==> config.mk <==
export PLATFORM = sky130hd
export DESIGN_NAME = cim_mem_arbiter
export DESIGN_NICKNAME = d
export VERILOG_FILES = /design/src/rtl/cim_mem_arbiter_pkg.sv /design/src/rtl/cim_mem_arbiter_rr_pick.sv /design/src/rtl/cim_mem_arbiter.sv
export SDC_FILE = /design/constraint.sdc
export NUM_CORES = 1
export LEC_CHECK = 0
export BUFFER_PORTS_ARGS = -buffer_cell sky130_fd_sc_hd__buf_4
export CORE_MARGIN = 5
export CORE_UTILIZATION = 40
export CTS_CLUSTER_SIZE = 20
export DETAILED_ROUTE_END_ITERATION = 6
export GPL_TIMING_DRIVEN = 0
export PLACE_DENSITY = 0.75
export SYNTH_ARGS = -nofsm -noshare
export SYNTH_HDL_FRONTEND = slang
export SYNTH_SLANG_ARGS = --single-unit
==> constraint.sdc <==
create_clock -name clk -period 9.9 [get_ports clk]
set_clock_uncertainty 0.2 [all_clocks]
set_input_delay 0.99 -clock clk [delete_from_list [all_inputs] [get_ports clk]]
set_output_delay 0.99 -clock clk [all_outputs]
set_load 0.1 [all_outputs]
==> src/rtl/cim_mem_arbiter_pkg.sv <==
// Shared CiM types and constants for the temporary-result storage arbiter.
package cim_mem_arbiter_pkg;

  typedef enum logic [2:0] {
    BUS_FSM                  = 3'd0,
    LOGIC_FSM                = 3'd1,
    DATA_FILL_FSM            = 3'd2,
    DENSE_BROADCAST_SAVE_FSM = 3'd3,
    MAC                      = 3'd4,
    LAYERNORM                = 3'd5,
    SOFTMAX                  = 3'd6
  } MEM_ACCESS_SRC_T;

  localparam int unsigned MEM_ACCESS_SRC_NUM = 7;
  localparam int unsigned TEMP_RES_ADDR_W    = 10;
  localparam int unsigned STORAGE_WORD_W     = 16;

  typedef logic [TEMP_RES_ADDR_W-1:0] TEMP_RES_ADDR_T;
  typedef logic [STORAGE_WORD_W-1:0]  STORAGE_WORD_T;

  typedef enum logic {
    ARB_IDLE,
    ARB_LOCKED
  } ARB_STATE_T;

  localparam int unsigned ARB_LOCK_MAX   = 16;
  localparam int unsigned ARB_RD_LATENCY = 2;

endpackage

==> src/rtl/cim_mem_arbiter_rr_pick.sv <==
// Combinational round-robin picker: first requester at or above ptr (with wrap).
module rr_pick #(
  parameter int unsigned N  = 7,
  parameter int unsigned PW = $clog2(N)
) (
  input  logic [N-1:0]  req,
  input  logic [PW-1:0] ptr,
  input  logic [N-1:0]  excl,
  output logic [N-1:0]  grant,
  output logic [PW-1:0] winner
);

  logic [N-1:0] pool;
  logic         found;
  int unsigned  idx;

  always_comb begin
    // Excluded sources only win when nobody else is asking.
    pool   = ((req & ~excl) != '0) ? (req & ~excl) : req;
    grant  = '0;
    winner = '0;
    found  = 1'b0;
    idx    = 0;
    for (int unsigned i = 0; i < N; i++) begin
      idx = 32'(ptr) + i;
      if (idx >= N) idx = idx - N;
      if (!found && pool[PW'(idx)]) begin
        found              = 1'b1;
        winner             = PW'(idx);
        grant[PW'(idx)]    = 1'b1;
      end
    end
  end

endmodule

==> src/rtl/cim_mem_arbiter.sv <==
// Single-port arbiter for the CiM temporary-result storage: round-robin grants,
// bounded burst lock, registered memory command and read-return routing.
module cim_mem_arbiter
  import cim_mem_arbiter_pkg::*;
#(
  parameter int unsigned NUM_SRC    = MEM_ACCESS_SRC_NUM,
  parameter int unsigned RD_LATENCY = ARB_RD_LATENCY,
  parameter int unsigned LOCK_MAX   = ARB_LOCK_MAX
) (
  input  logic                          clk,
  input  logic                          rst,
  input  logic [NUM_SRC-1:0]            read_req_i,
  input  logic [NUM_SRC-1:0]            write_req_i,
  input  logic [NUM_SRC-1:0]            lock_i,
  input  TEMP_RES_ADDR_T [NUM_SRC-1:0]  addr_i,
  input  STORAGE_WORD_T  [NUM_SRC-1:0]  wdata_i,
  output logic [NUM_SRC-1:0]            grant_o,
  output logic                          mem_en_o,
  output logic                          mem_we_o,
  output TEMP_RES_ADDR_T                mem_addr_o,
  output STORAGE_WORD_T                 mem_wdata_o,
  input  STORAGE_WORD_T                 mem_rdata_i,
  output logic [NUM_SRC-1:0]            rd_valid_o,
  output STORAGE_WORD_T                 rd_data_o,
  output logic                          busy_o
);

  localparam int unsigned SRC_W = $clog2(NUM_SRC);
  localparam int unsigned CNT_W = $clog2(LOCK_MAX + 1);

  ARB_STATE_T         state, state_nxt;
  logic [SRC_W-1:0]   rr_ptr, owner, owner_nxt;
  logic [CNT_W-1:0]   lock_cnt, cnt_nxt;
  logic               excl_vld, excl_vld_nxt;
  logic [SRC_W-1:0]   excl_src, excl_src_nxt;

  logic [NUM_SRC-1:0] req, excl_mask, pick_grant;
  logic [SRC_W-1:0]   pick_src, gnt_src;
  logic               arb, gnt_vld, gnt_wr;

  logic                  cmd_rd;
  logic [SRC_W-1:0]      cmd_src;
  logic [RD_LATENCY-1:0] tag_vld;
  logic [SRC_W-1:0]      tag_src [RD_LATENCY];

  assign req       = read_req_i | write_req_i;
  assign excl_mask = excl_vld ? (NUM_SRC'(1) << excl_src) : '0;

  rr_pick #(.N(NUM_SRC), .PW(SRC_W)) u_pick (
    .req    (req),
    .ptr    (rr_ptr),
    .excl   (excl_mask),
    .grant  (pick_grant),
    .winner (pick_src)
  );

  always_comb begin
    state_nxt    = state;
    owner_nxt    = owner;
    cnt_nxt      = lock_cnt;
    excl_vld_nxt = 1'b0;
    excl_src_nxt = excl_src;
    arb          = 1'b0;
    gnt_vld      = 1'b0;
    gnt_src      = pick_src;
    case (state)
      ARB_IDLE: arb = 1'b1;
      ARB_LOCKED: begin
        if (lock_cnt == CNT_W'(LOCK_MAX)) begin
          state_nxt    = ARB_IDLE;
          cnt_nxt      = '0;
          excl_vld_nxt = 1'b1;
          excl_src_nxt = owner;
        end else if (!lock_i[owner]) begin
          state_nxt = ARB_IDLE;
          cnt_nxt   = '0;
          arb       = 1'b1;
        end else begin
          // Idle lock cycles still count so the lock cannot block forever.
          cnt_nxt = lock_cnt + CNT_W'(1);
          if (req[owner]) begin
            gnt_vld = 1'b1;
            gnt_src = owner;
          end
        end
      end
      default: state_nxt = ARB_IDLE;
    endcase
    if (arb && (pick_grant != '0)) begin
      gnt_vld = 1'b1;
      gnt_src = pick_src;
      if (lock_i[pick_src]) begin
        state_nxt = ARB_LOCKED;
        owner_nxt = pick_src;
        cnt_nxt   = CNT_W'(1);
      end
    end
    if (rst) gnt_vld = 1'b0;
  end

  assign grant_o = gnt_vld ? (NUM_SRC'(1) << gnt_src) : '0;
  assign gnt_wr  = write_req_i[gnt_src];

  always_ff @(posedge clk or posedge rst) begin
    if (rst) begin
      state       <= ARB_IDLE;
      rr_ptr      <= '0;
      owner       <= '0;
      lock_cnt    <= '0;
      excl_vld    <= 1'b0;
      excl_src    <= '0;
      mem_en_o    <= 1'b0;
      mem_we_o    <= 1'b0;
      mem_addr_o  <= '0;
      mem_wdata_o <= '0;
      cmd_rd      <= 1'b0;
      cmd_src     <= '0;
      tag_vld     <= '0;
      for (int unsigned i = 0; i < RD_LATENCY; i++) tag_src[i] <= '0;
    end else begin
      state    <= state_nxt;
      owner    <= owner_nxt;
      lock_cnt <= cnt_nxt;
      excl_vld <= excl_vld_nxt;
      excl_src <= excl_src_nxt;
      if (gnt_vld) begin
        rr_ptr      <= (gnt_src == SRC_W'(NUM_SRC - 1)) ? '0 : gnt_src + SRC_W'(1);
        mem_addr_o  <= addr_i[gnt_src];
        mem_wdata_o <= wdata_i[gnt_src];
      end
      mem_en_o <= gnt_vld;
      mem_we_o <= gnt_vld & gnt_wr;
      cmd_rd   <= gnt_vld & ~gnt_wr;
      cmd_src  <= gnt_src;
      // Tag pipe starts from the registered command so its tail lines up with mem_rdata_i.
      tag_vld[0] <= cmd_rd;
      tag_src[0] <= cmd_src;
      for (int unsigned i = 1; i < RD_LATENCY; i++) begin
        tag_vld[i] <= tag_vld[i-1];
        tag_src[i] <= tag_src[i-1];
      end
    end
  end

  assign rd_valid_o = tag_vld[RD_LATENCY-1] ? (NUM_SRC'(1) << tag_src[RD_LATENCY-1]) : '0;
  assign rd_data_o  = tag_vld[RD_LATENCY-1] ? mem_rdata_i : '0;
  assign busy_o     = (state == ARB_LOCKED) | cmd_rd | (|tag_vld);

endmodule

# Yosys cells after proc, flatten, opt, wreduce, memory -nomap -nowiden
# Cells that the tools add are included.
# Widths: inputs -> output; s select.
# op_classes
add_sub_neg	15
magnitude_cmp	24
n_eq_ne	2
n_shift	3
n_mux	99
bitwise	15
reduce_logical	25
# ops
op	n
$mux 7	11
$mux 3	20
$or 7x7->7	7
$bmux 16 s3	1
$lt 3x4->1 const B	10
$mux 1	39
$bmux 1 s3	11
$mux 16	2
$bmux 10 s3	1
$mux 5	5
$ge 4x3->1 const B	6
$demux 1 s3	7
$ge 3x1->1 const B	7
$shl 1x3->7 const A	3
$sub 3x3->3 const B	7
$logic_and 1x1->1	14
$reduce_bool 7->1	2
$add 3x3->4 const B	3
$mux 10	1
$add 3x2->4 const B	2
$and 7x7->7	1
$not 7->7	1
$logic_not 1->1	6
$add 5x1->5 const B	1
other kinds (11)	15
# word_totals
ff_bits	56
inputBits	221
out_inout_bits	59
word_cells	198

# Logic depth before layout (Yosys ltp)
# depth
word_depth	36
ltp_mapped	24
depth_no_buf	17

# Cells and area by module
# From an unflattened synthesis, not the netlist that was laid out.
# hier_totals
cells_unflattened	718
hier_area_um2	6237.2
# by_module_without_submodules
mod	instances	cells_per_inst	area_each_um2	seq_area_each_um2
cim_mem_arbiter	1	386	3868.7	1401.3
rr_pick	1	332	2368.5	0.0

# Worst setup path after synthesis
# OpenSTA, ideal clock, no wires.
# synth_path
path_type	reg-to-output
startpoint	register rr_ptr[0]
endpoint	output grant_o[5]
arrival_time_ns	6.509
required_time_ns	8.710
setup_slack_ns	2.201
stages_incl_launch_ff	23
path_cell_list	dfrtp_1 > clkbuf_1 > clkbuf_1 > inv_1 > buf_1 > ha_1 > clkbuf_1 > clkbuf_1 > clkbuf_1 > clkbuf_1 > mux2i_1 > nor3_1 > a211o_1 > nor4_1 > o2111ai_1 > o21a_4 > o31ai_4 > inv_2 > or3_1 > buf_2 > buf_6 > buf_2 > nor2_1
# synth_between
elab_chain_cells	30
word_cells_on_any_way	125
# synth_lines
item	line	rtl
start: declaration	cim_mem_arbiter.sv:32	logic [SRC_W-1:0] rr_ptr, owner, owner_nxt;
start signal: assignment	cim_mem_arbiter.sv:127	rr_ptr <= (gnt_src == SRC_W'(NUM_SRC - 1)) ? '0 : gnt_src + SRC_W'(1);
parallel branches: the longest is 27 deep, another holds $add 3x1->4	-	
$mux 3 *	cim_mem_arbiter.sv:89	if (arb && (pick_grant != '0)) begin
via gnt_src[2]	cim_mem_arbiter.sv:38	logic [SRC_W-1:0] pick_src, gnt_src;
$shl 1x3->7 *	cim_mem_arbiter.sv:101	assign grant_o = gnt_vld ? (NUM_SRC'(1) << gnt_src) : '0;
$mux 7 *	cim_mem_arbiter.sv:101	
end: declaration	cim_mem_arbiter.sv:17	output logic [NUM_SRC-1:0] grant_o,
# Mark *: on every way through the listed nets, which the timed path passes. The select of a mux whose other input is x is not followed.

# Worst setup path after layout
# layout_path
startpoint	register rr_ptr[0]
endpoint	output grant_o[3]
# layout_between
word_cells_on_any_way	125
# layout_rtl
item	line	rtl
parallel branches: the longest is 22 deep, another holds $add 3x1->4	-	
$mux 7 *	cim_mem_arbiter_rr_pick.sv:27	if (!found && pool[PW'(idx)]) begin
$reduce_bool 7->1 *	cim_mem_arbiter.sv:89	
$logic_and 1x1->1 *	cim_mem_arbiter.sv:89	
$mux 1 *	cim_mem_arbiter.sv:89	
$mux 1 *	cim_mem_arbiter.sv:98	if (rst) gnt_vld = 1'b0;
via gnt_vld	cim_mem_arbiter.sv:39	logic arb, gnt_vld, gnt_wr;
$mux 7 *	cim_mem_arbiter.sv:101	
# Marks and branches as above.

==> impl_metrics.tcl <==
set metrics [dict create \
    outcome "completed" \
    dieArea_um2 19500 \
    cp-end-kind "output port" \
    synth_top_area_cell "dfrtp_1" \
    slew_viol_final 0 \
    dpl.hpwl_um 25700 \
    grt-ovfl-total 0 \
    via_per_inst 6.27 \
    htree_num_levels 2 \
    gp_congestion 1.01 \
    post-route-drc-count 0 \
    ant_nets 0 \
    first_iter_violations 773 \
    syn_area_um2 6740 \
    fin_nets 1325 \
    maxSlewHeadroom 0.351 \
    drt-pass1-iter-count 6 \
    ys_types 87 \
    cts_buffers 5 \
    setup_viol 0 \
    place_ws_ns 1.22 \
    hold_path_end "tag_src[1]" \
    num_rows 47 \
    syn_area_per_cell_um2 8.40 \
    synth_ff_type "dfrtp_1" \
    cp-start-kind "flop" \
    die_h_um 140 \
    synth_seq_area_share 0.208 \
    clock.fmax_mhz 108 \
    min_from "tag_src[4]" \
    synth_common_cells "dfrtp_1 (56), mux2_2 (56), nand3_1 (52)" \
    crit_type "reg2out" \
    postCtsSetupBuffers 0 \
    nFillCells 1597 \
    grt_pass1_vias 8185 \
    worst_slew_pin_slew_ns 0.964 \
    synthArstFlopShare 1.00 \
    path_clk_slew_ns 0.08 \
    top_layer_used "met4" \
    fp.dieW_um 140 \
    fin_crit_ns 9.29 \
    fin_setup_tns_ns 0 \
    layout_worst_path_cycle_share 0.938 \
    grt_usage 0.303 \
    grt_pass1_wl_um 46600 \
    r2r-end "rr_ptr[2]" \
    pin_count 280 \
    cts_sinks 56 \
    initial_utilization 0.406 \
    drt-met1-wl_um 12000 \
    seqCellArea_um2 1400 \
    io_buffers 279 \
    ys_top_cells_by_area "dfrtp_1 (21%), mux2_2 (9.4%), mux2i_1 (7.4%)" \
    synth_edf_count 0 \
    cts_hold_buffers 0 \
    rsz0062_at_grt "false" \
    hold_path_depth 0 \
    num_vias 8221 \
    postRouteWirelength_um 31400 \
    cts.repair.resized 0 \
    hold_violations 0 \
    multi_input_area_um2 4990 \
    cts_tree "built" \
    yosys.area.top_type_share 0.208 \
    cts_root_buffer "clkbuf_16" \
    hp-class "reg2reg" \
    wl_met2_um 14700 \
    clock_latency_ns 0.31 \
    yosysWarnings 0 \
    clockBufferDepth 2 \
    crit_required_ns 8.71 \
    area_growth_pct 37.6 \
    post-route-worst-setup-slack_ns 0.611 \
    synthCells 802 \
    crit_fanout 10 \
    coreArea_um2 16600 \
    grt_max_degree 66 \
    r2r_slack_ns 1.95 \
    grt_antenna_before_repair 1 \
    timing.rr.start "rr_ptr[0]" \
    syn_nets 1038 \
    reg2reg_depth 21 \
    drive_gt1_frac 0.358 \
    drv_cap 0 \
    worst_ep_arrival_time_ns 8.10 \
    avgRoutedWirePerCell_um 24.0 \
    ys_ff_latch 56 \
    wl_met3_um 3310 \
]
-- worst max-delay path, cell delays in order (launching register included) --
cell and delay [ns]:
dfrtp_1 0.47, clkbuf_1 0.41, clkbuf_1 0.41, inv_1 0.20, buf_1 0.31, ha_1 0.37, clkbuf_1 0.36, clkbuf_1 0.43
clkbuf_1 0.43, clkbuf_1 0.50, mux2i_1 0.25, nor3_1 0.08, a211oi_1 0.82, a221oi_1 0.30, a221oi_1 0.29, nand4b_1 0.21
a21oi_1 0.39, or2_2 0.18, buf_2 0.21, clkinv_1 0.31, clkbuf_1 0.36, and2_1 0.26, buf_4 0.23
-- cells in the final DEF, fill, tap and decap left out, types with 8 or more instances in the layout --
master / instances
mux2_2: 56
buf_2: 8
nand3_1: 52
a22oi_1: 19
a221o_1: 13
nor3_1: 26
o2111ai_1: 10
dfrtp_1: 56
clkbuf_1: 40
a21oi_1: 25
o2111a_1: 14
or2_2: 10
nor2b_1: 12
a31oi_1: 9
o21ai_0: 25
xnor2_1: 11
ha_1: 14
and2_1: 28
and3_1: 9
nand2b_1: 13
nor2_1: 49
or3_1: 8
inv_1: 15
o211ai_1: 20
nand2_1: 43
mux2i_1: 50
a32oi_1: 11
buf_4: 286
-- registers in the layout, summed over array words and instances, names as in the netlist --
register	count
tag_src	6
excl_src	3
tag_vld	2
excl_vld	1
mem_we_o	1
cmd_src	3
cmd_rd	1
owner	3
rr_ptr	3
state	1
mem_addr_o	10
lock_cnt	5
mem_en_o	1
mem_wdata_o	16
-- cell families after synthesis --
logic type / Yosys count / synth area share
simple gates: 294 / 0.241
compound gates: 236 / 0.275
mux: 109 / 0.178
buf+inv: 79 / 0.0518
flops: 56 / 0.208
fa+ha+maj: 15 / 0.0290
xor+xnor: 13 / 0.0169
-- layout make-up --
class | instances | area share
multi-input combinational | 667 | 0.538
timing repair buffer | 280 | 0.226
sequential | 56 | 0.151
buffer | 61 | 0.0305
tap | 220 | 0.0297
clock buffer | 5 | 0.0135
inverter | 18 | 0.00756
clock inverter | 3 | 0.00283
antenna | 1 | 0.000270
-- per-stage QoR --
step           instance area [µm²]   util  instances  hold slack [ns]
3_3_place_gp                  9110  0.549       1301            0.135
4_1_cts                       9270  0.559       1310            0.155
6_report                      9270  0.559       1311            0.153
2_1_floorplan                 6740      -        802            0.131
5_1_grt                       9270  0.559       1311            0.167
3_5_place_dp                  9120  0.550       1302            0.137
-- worst max path at each step --
stage | start | end | slack [ns]
2_1_floorplan | rr_ptr[0] | grant_o[5] | 2.20
3_3_place_gp | rr_ptr[0] | grant_o[3] | 1.20
3_5_place_dp | rr_ptr[0] | grant_o[3] | 1.22
4_1_cts | rr_ptr[0] | grant_o[3] | 0.88
5_1_grt | rr_ptr[0] | grant_o[3] | 0.19
6_report | rr_ptr[0] | grant_o[3] | 0.61
-- metal layers --
metal / track usage / vias up
met4: 0.126 / 0
met3: 0.0796 / 87
met2: 0.492 / 515
met5: 0 / -
met1: 0.384 / 3893
li1: - / 3726
Power is left out: the tool's default activity adds up to more than one toggle a clock period on the data nets, which glitch-free logic cannot reach.
